==> config.mk <==
export PLATFORM = sky130hd
export DESIGN_NAME = axi_read_arbiter
export DESIGN_NICKNAME = d
export VERILOG_FILES = /design/src/rtl/axi_read_arbiter.sv
export SDC_FILE = /design/constraint.sdc
export NUM_CORES = 1
export LEC_CHECK = 0
export ABC_AREA = 1
export ABC_CLOCK_PERIOD_IN_PS = 1800
export CAP_MARGIN = 5
export CORE_ASPECT_RATIO = 1.2
export CORE_UTILIZATION = 42
export DETAILED_ROUTE_END_ITERATION = 12
export PLACE_DENSITY = 0.78
export SLEW_MARGIN = 40
export SYNTH_ARGS = -nofsm -noshare
export SYNTH_HDL_FRONTEND = slang
export SYNTH_SLANG_ARGS = --single-unit
==> constraint.sdc <==
create_clock -name clk -period 1.8 [get_ports clk]
set_input_delay 0.36 -clock clk [delete_from_list [all_inputs] [get_ports clk]]
set_output_delay 0.36 -clock clk [all_outputs]
set_load 0.005 [all_outputs]
==> src/rtl/axi_read_arbiter.sv <==
// axi_read_arbiter
// Shares one single-beat AXI4 read master between the instruction fetch port (F)
// and the data load port (L). Round-robin grant, one transaction in flight at a
// time, and an in-flight fetch response can be discarded by a flush.

module axi_read_arbiter #(
   parameter int ADDR_W = 15,
   parameter int DATA_W = 32
) (
   input  logic              clk,
   input  logic              rst,
   // fetch requester
   input  logic              f_req,
   input  logic [ADDR_W-1:0] f_addr,
   output logic              f_ack,
   output logic              f_valid,
   output logic [DATA_W-1:0] f_data,
   output logic              f_err,
   input  logic              f_flush,
   // load requester
   input  logic              l_req,
   input  logic [ADDR_W-1:0] l_addr,
   output logic              l_ack,
   output logic              l_valid,
   output logic [DATA_W-1:0] l_data,
   output logic              l_err,
   // AXI AR channel
   output logic [ADDR_W-1:0] araddr,
   output logic [3:0]        arid,
   output logic              arvalid,
   input  logic              arready,
   // AXI R channel
   input  logic [DATA_W-1:0] rdata,
   input  logic [3:0]        rid,
   input  logic [1:0]        rresp,
   input  logic              rvalid,
   output logic              rready
);

   typedef enum logic [1:0] {
      IDLE,
      ADDR,
      DATA
   } state_t;

   state_t              state_q, state_d;
   logic [ADDR_W-1:0]   araddr_q, araddr_d;
   logic [3:0]          arid_q, arid_d;
   logic                arvalid_q, arvalid_d;
   logic                rready_q, rready_d;
   logic                f_ack_q, f_ack_d;
   logic                l_ack_q, l_ack_d;
   logic                f_valid_q, f_valid_d;
   logic                l_valid_q, l_valid_d;
   logic [DATA_W-1:0]   f_data_q, f_data_d;
   logic [DATA_W-1:0]   l_data_q, l_data_d;
   logic                f_err_q, f_err_d;
   logic                l_err_q, l_err_d;
   // grant encoding: 0 = fetch, 1 = load
   logic                gnt_q, gnt_d;
   logic                last_q, last_d;
   logic                drop_q, drop_d;

   logic                gnt_new;
   logic                flush_now;
   logic                resp_err;

   // Only the SLVERR/DECERR bit of the response matters here.
   logic                unused_rresp;
   assign unused_rresp = rresp[0];

   // Next-state and registered-output computation for the IDLE/ADDR/DATA sequence.
   always_comb begin
      state_d   = state_q;
      araddr_d  = araddr_q;
      arid_d    = arid_q;
      arvalid_d = arvalid_q;
      rready_d  = rready_q;
      f_ack_d   = 1'b0;
      l_ack_d   = 1'b0;
      f_valid_d = 1'b0;
      l_valid_d = 1'b0;
      f_data_d  = f_data_q;
      l_data_d  = l_data_q;
      f_err_d   = f_err_q;
      l_err_d   = l_err_q;
      gnt_d     = gnt_q;
      last_d    = last_q;
      drop_d    = drop_q;

      gnt_new   = (f_req && l_req) ? ~last_q : l_req;
      flush_now = f_flush && !gnt_q && (state_q != IDLE);
      resp_err  = rresp[1] || (rid != arid_q);

      if (flush_now) begin
         drop_d = 1'b1;
      end

      case (state_q)
         IDLE: begin
            if (f_req || l_req) begin
               araddr_d  = gnt_new ? l_addr : f_addr;
               arid_d    = {3'b000, gnt_new};
               arvalid_d = 1'b1;
               f_ack_d   = !gnt_new;
               l_ack_d   = gnt_new;
               gnt_d     = gnt_new;
               drop_d    = 1'b0;
               state_d   = ADDR;
            end
         end
         ADDR: begin
            if (arvalid_q && arready) begin
               arvalid_d = 1'b0;
               rready_d  = 1'b1;
               state_d   = DATA;
            end
         end
         DATA: begin
            if (rvalid && rready_q) begin
               rready_d = 1'b0;
               last_d   = gnt_q;
               state_d  = IDLE;
               // A flush on the handshake cycle itself still suppresses the response.
               if (!drop_q && !flush_now) begin
                  if (gnt_q) begin
                     l_data_d  = rdata;
                     l_err_d   = resp_err;
                     l_valid_d = 1'b1;
                  end else begin
                     f_data_d  = rdata;
                     f_err_d   = resp_err;
                     f_valid_d = 1'b1;
                  end
               end
            end
         end
         default: begin
            state_d = IDLE;
         end
      endcase
   end

   // State and output registers; reset abandons any transaction in flight.
   always_ff @(posedge clk) begin
      if (rst) begin
         state_q   <= IDLE;
         araddr_q  <= '0;
         arid_q    <= '0;
         arvalid_q <= 1'b0;
         rready_q  <= 1'b0;
         f_ack_q   <= 1'b0;
         l_ack_q   <= 1'b0;
         f_valid_q <= 1'b0;
         l_valid_q <= 1'b0;
         f_data_q  <= '0;
         l_data_q  <= '0;
         f_err_q   <= 1'b0;
         l_err_q   <= 1'b0;
         gnt_q     <= 1'b0;
         last_q    <= 1'b1;
         drop_q    <= 1'b0;
      end else begin
         state_q   <= state_d;
         araddr_q  <= araddr_d;
         arid_q    <= arid_d;
         arvalid_q <= arvalid_d;
         rready_q  <= rready_d;
         f_ack_q   <= f_ack_d;
         l_ack_q   <= l_ack_d;
         f_valid_q <= f_valid_d;
         l_valid_q <= l_valid_d;
         f_data_q  <= f_data_d;
         l_data_q  <= l_data_d;
         f_err_q   <= f_err_d;
         l_err_q   <= l_err_d;
         gnt_q     <= gnt_d;
         last_q    <= last_d;
         drop_q    <= drop_d;
      end
   end

   assign araddr  = araddr_q;
   assign arid    = arid_q;
   assign arvalid = arvalid_q;
   assign rready  = rready_q;
   assign f_ack   = f_ack_q;
   assign l_ack   = l_ack_q;
   assign f_valid = f_valid_q;
   assign l_valid = l_valid_q;
   assign f_data  = f_data_q;
   assign l_data  = l_data_q;
   assign f_err   = f_err_q;
   assign l_err   = l_err_q;

endmodule
==> results of run 1 <==
## synth_stat cells
master / count / share of area
nor3_1: 2 / 0.0027
nor2_1: 140 / 0.14
clkbuf_1: 2 / 0.0020
nand2_2: 2 / 0.0033
nor2_2: 4 / 0.0066
conb_1: 1 / 0.0010
buf_1: 5 / 0.0050
nor2_4: 4 / 0.012
inv_1: 38 / 0.038
o21bai_2: 1 / 0.0030
a21oi_1: 3 / 0.0040
o22ai_1: 1 / 0.0017
nor3_2: 2 / 0.0053
inv_2: 3 / 0.0030
nand2_1: 127 / 0.13
buf_4: 14 / 0.028
buf_2: 12 / 0.016
dfxtp_1: 92 / 0.49
nand3_1: 85 / 0.11
## power by group
part	total (W)	leakage (nW)	switching (W)	internal, W
Sequential	0.00212	0.745	0.0000314	0.00209
Combinational	0.000565	1.55	0.000259	0.000306
Clock	0.00160	0.122	0.000707	0.000891
## cells in the final DEF, fill, tap and decap left out, types with 3 or more instances in the layout
master / count
nor2_1: 140
dfxtp_1: 91
clkbuf_8: 12
nor2_4: 5
clkdlybuf4s50_1: 161
nor2_2: 3
a21oi_1: 3
conb_1: 3
buf_4: 11
buf_12: 6
inv_1: 38
nand3_1: 85
inv_2: 3
nand2_1: 127
## metal layers
layer,track usage,wire (um),up-vias,part of all wire
li1,-,-,1959,-
met1,0.238,3840,1706,0.38
met2,0.390,4960,162,0.50
met3,0.0752,942,21,0.094
met4,0.123,274,0,0.027
met5,0,0,-,0
## layout make-up
cell class | count | area, um2
clock inverters | 4 | 70.1
fillers | 755 | 2860
multi-input cells | 374 | 1600
well taps | 117 | 146
repair buffers | 178 | 1810
flip-flops and latches | 92 | 1840
inverters | 41 | 154
clock buffers | 12 | 165
## timing repair
| action | CTS | global route |
|---|---|---|
| hold buffers | 0 | 0 |
| hold endpoints to repair | 0 | 0 |
| resized for setup | 0 | 1 |
| endpoints found under the setup margin | 0 | 1 |
## per-stage QoR
stage / setup TNS [ns] / std cells
2_1_floorplan: 0 / 540
3_3_place_gp: -1.01 / 802
3_5_place_dp: -1.54 / 802
4_1_cts: 0 / 818
5_1_grt: 0 / 818
6_report: 0 / 818
## logic make-up (layout without fill, tap and decap cells)
group,count (synthesis),count (layout),share of synthesized area
AND/OR/NAND/NOR,366,366,0.409
flip-flops,92,92,0.489
buffers and inverters,74,235,0.0918
AO/OA/AOI/OAI,5,5,0.00864
other,1,3,0.000996
## worst min path at each step
stage | start | endpoint | slack [ns] | cells past startpoint
finish | araddr[4]$_SDFFE_PP0P_ | araddr[4]$_SDFFE_PP0P_ | 0.48 | 2
global route | araddr[13]$_SDFFE_PP0P_ | araddr[13]$_SDFFE_PP0P_ | 0.50 | 2
CTS | araddr[4]$_SDFFE_PP0P_ | araddr[4]$_SDFFE_PP0P_ | 0.48 | 2
detailed placement | araddr[13]$_SDFFE_PP0P_ | araddr[13]$_SDFFE_PP0P_ | 0.46 | 2
global placement | araddr[2]$_SDFFE_PP0P_ | araddr[2]$_SDFFE_PP0P_ | 0.45 | 2
floorplan | last_q$_SDFFE_PP1P_ | last_q$_SDFFE_PP1P_ | 0.43 | 2
## state kept, by name (all words and copies together) (netlist names), 2 cells and up
name and flops:
l_data 32, f_data 32, araddr 15, state_q 2
==> impl_metrics.csv, run 1 <==
group,metric,value,unit
critical_path,cp.depth,1,
critical_path,crit_family,"buffers and inverters",
synth,postSynthAreaPerCell,7.00,um2
detailed_routing,avgViaCountPerCell,4.70,
critical_path,r2r_cells,7,
global_routing,grt_usage,0.227,
synth,ys_warn_count,0,
final_layout,nets,771,
cts,clk_latency,0.37,ns
flow_run,max_cap_viol_count,0,
placed_design,place_congestion,0.787,
detailed_routing,drc,0,
synth,yosysUniqueCellTypes,19,
cts,cts_buffers,9,
synth,ys_seq_elements,92,
cts,h-tree-depth,3,
critical_path,cp.required,1.44,ns
floorplanning,start_util,0.435,
status,outcome,"finished, final reports clean",
detailed_routing,avgRoutedWirePerCell,12.2,um
critical_path,crit_path_end_kind,"primary output",
global_routing,grt_max_degree,45,
critical_path,crit_type,"reg2out",
synth,netlist_instances,538,
critical_path,r2r_setup_slack,0.39,ns
synth,yosysSeqAreaShare,0.489,
critical_path,crit_buf_inv,1,
floorplanning,ios,166,
global_routing,grt_pass1_wl,16.3,mm
power,power.leakage,2.42,nW
critical_path,reg2reg_from,"rready$_SDFFE_PP0P_",
power,powerDensity,739,mW/mm2
placed_design,place_area,0.00556,mm2
sta,setup_slack,0.141,ns
critical_path,crit_slowest_cell,"clkdlybuf4s50_1",
sta,fin_crit_sh,0.922,
floorplanning,die_w,88.4,um
detailed_routing,first_iter_violations,150,
sta,whs,0.478,ns
global_routing,antenna_found_initial,0,
final_layout,fin_area,0.00579,mm2
final_layout,area_growth,54.0,%
detailed_routing,wirelength,10.0,mm
final_layout,num_antenna_cells,0,
cts,cts_max_path_buffers,2,
power,ir_drop,0.472,mV
placed_design,pre_cts_slack,-0.0562,ns
detailed_routing,firstDrtPassIters,4,
critical_path,crit_start,"arid[0]$_SDFFE_PP0P_",
power,p_total,0.00428,W
sta,period_minus_slack,1.66,ns
final_layout,drive_gt1_frac,0.0713,
sta,max_freq,603,MHz
global_routing,grt-ovfl-total,0,
critical_path,crit_fanout,5,
cts,root_buffer,"clkbuf_8",
critical_path,cp_data_arrival_time,1.30,ns
synth,syn-cell-area,0.00376,mm2
cts,clkSinkCount,92,
floorplanning,coreArea,0.00866,mm2
floorplanning,dieArea,0.00935,mm2
critical_path,critPathLaunchType,"register",
cts,clk_pin_slew,0.08,ns
final_layout,fin_util,0.669,
hold_path,hold_path_class,"reg2reg",
detailed_routing,drtAntennaViolNets,0,
detailed_routing,vias,3848,
critical_path,max_stage_delay,0.54,ns
placed_design,io_buffers,161,
floorplanning,rows,37,
critical_path,r2r_end,"f_data[2]$_SDFFE_PP0P_",
placed_design,dpl.hpwl,7.37,mm
floorplanning,die_h,106,um
cts,tritoncts,"done",
global_routing,grt_pass1_vias,3685,
sta,slew_viol_final,0,
critical_path,crit_chain,"clkdlybuf4s50_1",
cts,postCtsSetupBuffers,0,
sta,hold_viol_final,0,
sta,rsz0062_at_grt,"no",
critical_path,cp-endpoint,"arid[0]",
sta,setup_viol,0,
sta,clock_skew,0.00804,ns
(Power assumes the default switching activity.)
==> inputs of run 2 (changes only) <==
--- a/config.mk
+++ b/config.mk
@@ -9,6 +9,7 @@
 export ABC_CLOCK_PERIOD_IN_PS = 1800
 export CAP_MARGIN = 5
 export CORE_ASPECT_RATIO = 1.2
+export CORE_MARGIN = 5
 export CORE_UTILIZATION = 42
 export DETAILED_ROUTE_END_ITERATION = 12
 export PLACE_DENSITY = 0.78
==> run 2 against run 1 <==
Net effect: power is 2.1% lower; utilization is 0.61 points lower; largest power group unchanged; register-to-register slack hardly changed; critical endpoint unchanged; sequential share of layout area is 0.29 points higher; design area is 0.91% lower.
==> impl_metrics.csv, run 2 (synthesized netlist as in run 1, its figures left out) <==
group,metric,value,unit
status,outcome,"finished, final reports clean",
critical_path,max_stage_delay,0.54,ns
power,power.leakage,2.38,nW
sta,rsz0062_at_grt,"no",
critical_path,cp_data_arrival_time,1.29,ns
hold_path,hold_path_class,"reg2reg",
cts,cts_max_path_buffers,2,
detailed_routing,firstDrtPassIters,4,
sta,hold_viol_final,0,
placed_design,io_buffers,161,
floorplanning,rows,37,
global_routing,grt_usage,0.199,
critical_path,crit_slowest_cell,"clkdlybuf4s50_1",
flow_run,max_cap_viol_count,0,
sta,clock_skew,0.00760,ns
detailed_routing,avgViaCountPerCell,4.72,
critical_path,crit_type,"reg2out",
sta,setup_slack,0.153,ns
floorplanning,die_h,114,um
floorplanning,die_w,96.4,um
floorplanning,start_util,0.435,
cts,clkSinkCount,92,
floorplanning,dieArea,0.0110,mm2
sta,relSlewSlack,0.572,
cts,clk_latency,0.35,ns
critical_path,critPathLaunchType,"register",
final_layout,nFillCells,757,
cts,h-tree-depth,3,
final_layout,drive_gt1_frac,0.0645,
cts,cts_buffers,9,
cts,clk_pin_slew,0.08,ns
global_routing,grt_pass1_wl,17.3,mm
critical_path,crit_buf_inv,1,
critical_path,crit_path_end_kind,"primary output",
floorplanning,coreArea,0.00866,mm2
placed_design,place_congestion,0.787,
sta,period_minus_slack,1.65,ns
global_routing,antenna_found_initial,0,
sta,fin_crit_sh,0.915,
detailed_routing,drc,0,
detailed_routing,vias,3846,
power,powerDensity,730,mW/mm2
detailed_routing,avgRoutedWirePerCell,13.0,um
detailed_routing,wirelength,10.6,mm
final_layout,layout_common_cells,"clkdlybuf4s50_1, nor2_1, nand2_1, dfxtp_1, nand3_1",
critical_path,crit_family,"buffers and inverters",
sta,setup_viol,0,
final_layout,final_common_cell,"clkdlybuf4s50_1",
cts,root_buffer,"clkbuf_8",
power,ir_drop,0.378,mV
power,p_total,0.00419,W
detailed_routing,first_iter_violations,168,
final_layout,area_growth,52.6,%
critical_path,cp.required,1.44,ns
sta,slew_viol_final,0,
critical_path,crit_fanout,5,
critical_path,crit_chain,"clkdlybuf4s50_1",
sta,tightest_slew,0.641,ns
global_routing,grt_max_degree,47,
cts,postCtsSetupBuffers,0,
detailed_routing,drtAntennaViolNets,0,
global_routing,grt_pass1_vias,3821,
placed_design,place_area,0.00552,mm2
sta,max_freq,607,MHz
final_layout,num_antenna_cells,0,
placed_design,dpl.hpwl,7.88,mm
final_layout,fin_util,0.663,
final_layout,fin_area,0.00574,mm2
global_routing,grt-ovfl-total,0,
floorplanning,ios,166,
final_layout,nets,768,
placed_design,pre_cts_slack,-0.0627,ns
cts,tritoncts,"done",
-- run 2: changes by cell type in the layout (fill, tap and decap cells not counted) --
cell        before  now
clkbuf_8        12   10
clkinvlp_4       0    1
clkbuf_1         0    2
buf_12           6    5
buf_4           11    9
clkinv_2         2    1
-- run 2: path summary, 6_finish.rpt --
check | cells after the start | startpoint | to | slack [ns]
setup / recovery | 1 | arid[0]$_SDFFE_PP0P_ | arid[0] | 0.15
hold / removal | 2 | araddr[13]$_SDFFE_PP0P_ | araddr[13]$_SDFFE_PP0P_ | 0.47
setup reg to reg | 6 | state_q[1]$_SDFFE_PP0P_ | arid[0]$_SDFFE_PP0P_ | 0.38
hold reg to reg | 2 | araddr[13]$_SDFFE_PP0P_ | araddr[13]$_SDFFE_PP0P_ | 0.47
-- run 2: layout make-up --
cell class                 count  area, um2  area share
inverter                      41        154      0.0268
sequential                    92       1840       0.321
clock inverter                 4       72.6      0.0126
clock buffer                  12        145      0.0253
tap                          117        146      0.0255
timing repair buffer         175       1780       0.310
multi-input combinational    374       1600       0.279
-- run 2: metal layers --
layer	up-vias	global-route usage	routed length, um
met4	0	0.0879	255
met3	15	0.0613	1140
li1	1952	-	-
met5	-	0	0
met2	165	0.351	5190
met1	1714	0.214	4020
-- run 2: report_power, final --
part	total (W)	switching, W	internal (W)
Sequential	0.00212	0.0000325	0.00209
Combinational	0.000562	0.000261	0.000301
Clock	0.00151	0.000690	0.000819
-- run 2: repair_timing --
| item | 4_1_cts | 5_1_grt |
|---|---|---|
| gates resized for setup | 0 | 1 |
| hold buffers | 0 | 0 |
| setup endpoints to repair | 0 | 1 |
-- run 2: metrics by stage --
| step | TNS (ns) | hold WS [ns] | cells |
|---|---|---|---|
| 6_report | 0 | 0.472 | 815 |
| 5_1_grt | 0 | 0.512 | 815 |
| 4_1_cts | 0 | 0.478 | 815 |
| 3_5_place_dp | -2.70 | 0.459 | 799 |
| 3_3_place_gp | -1.27 | 0.446 | 799 |
| 2_1_floorplan | 0 | 0.429 | 540 |
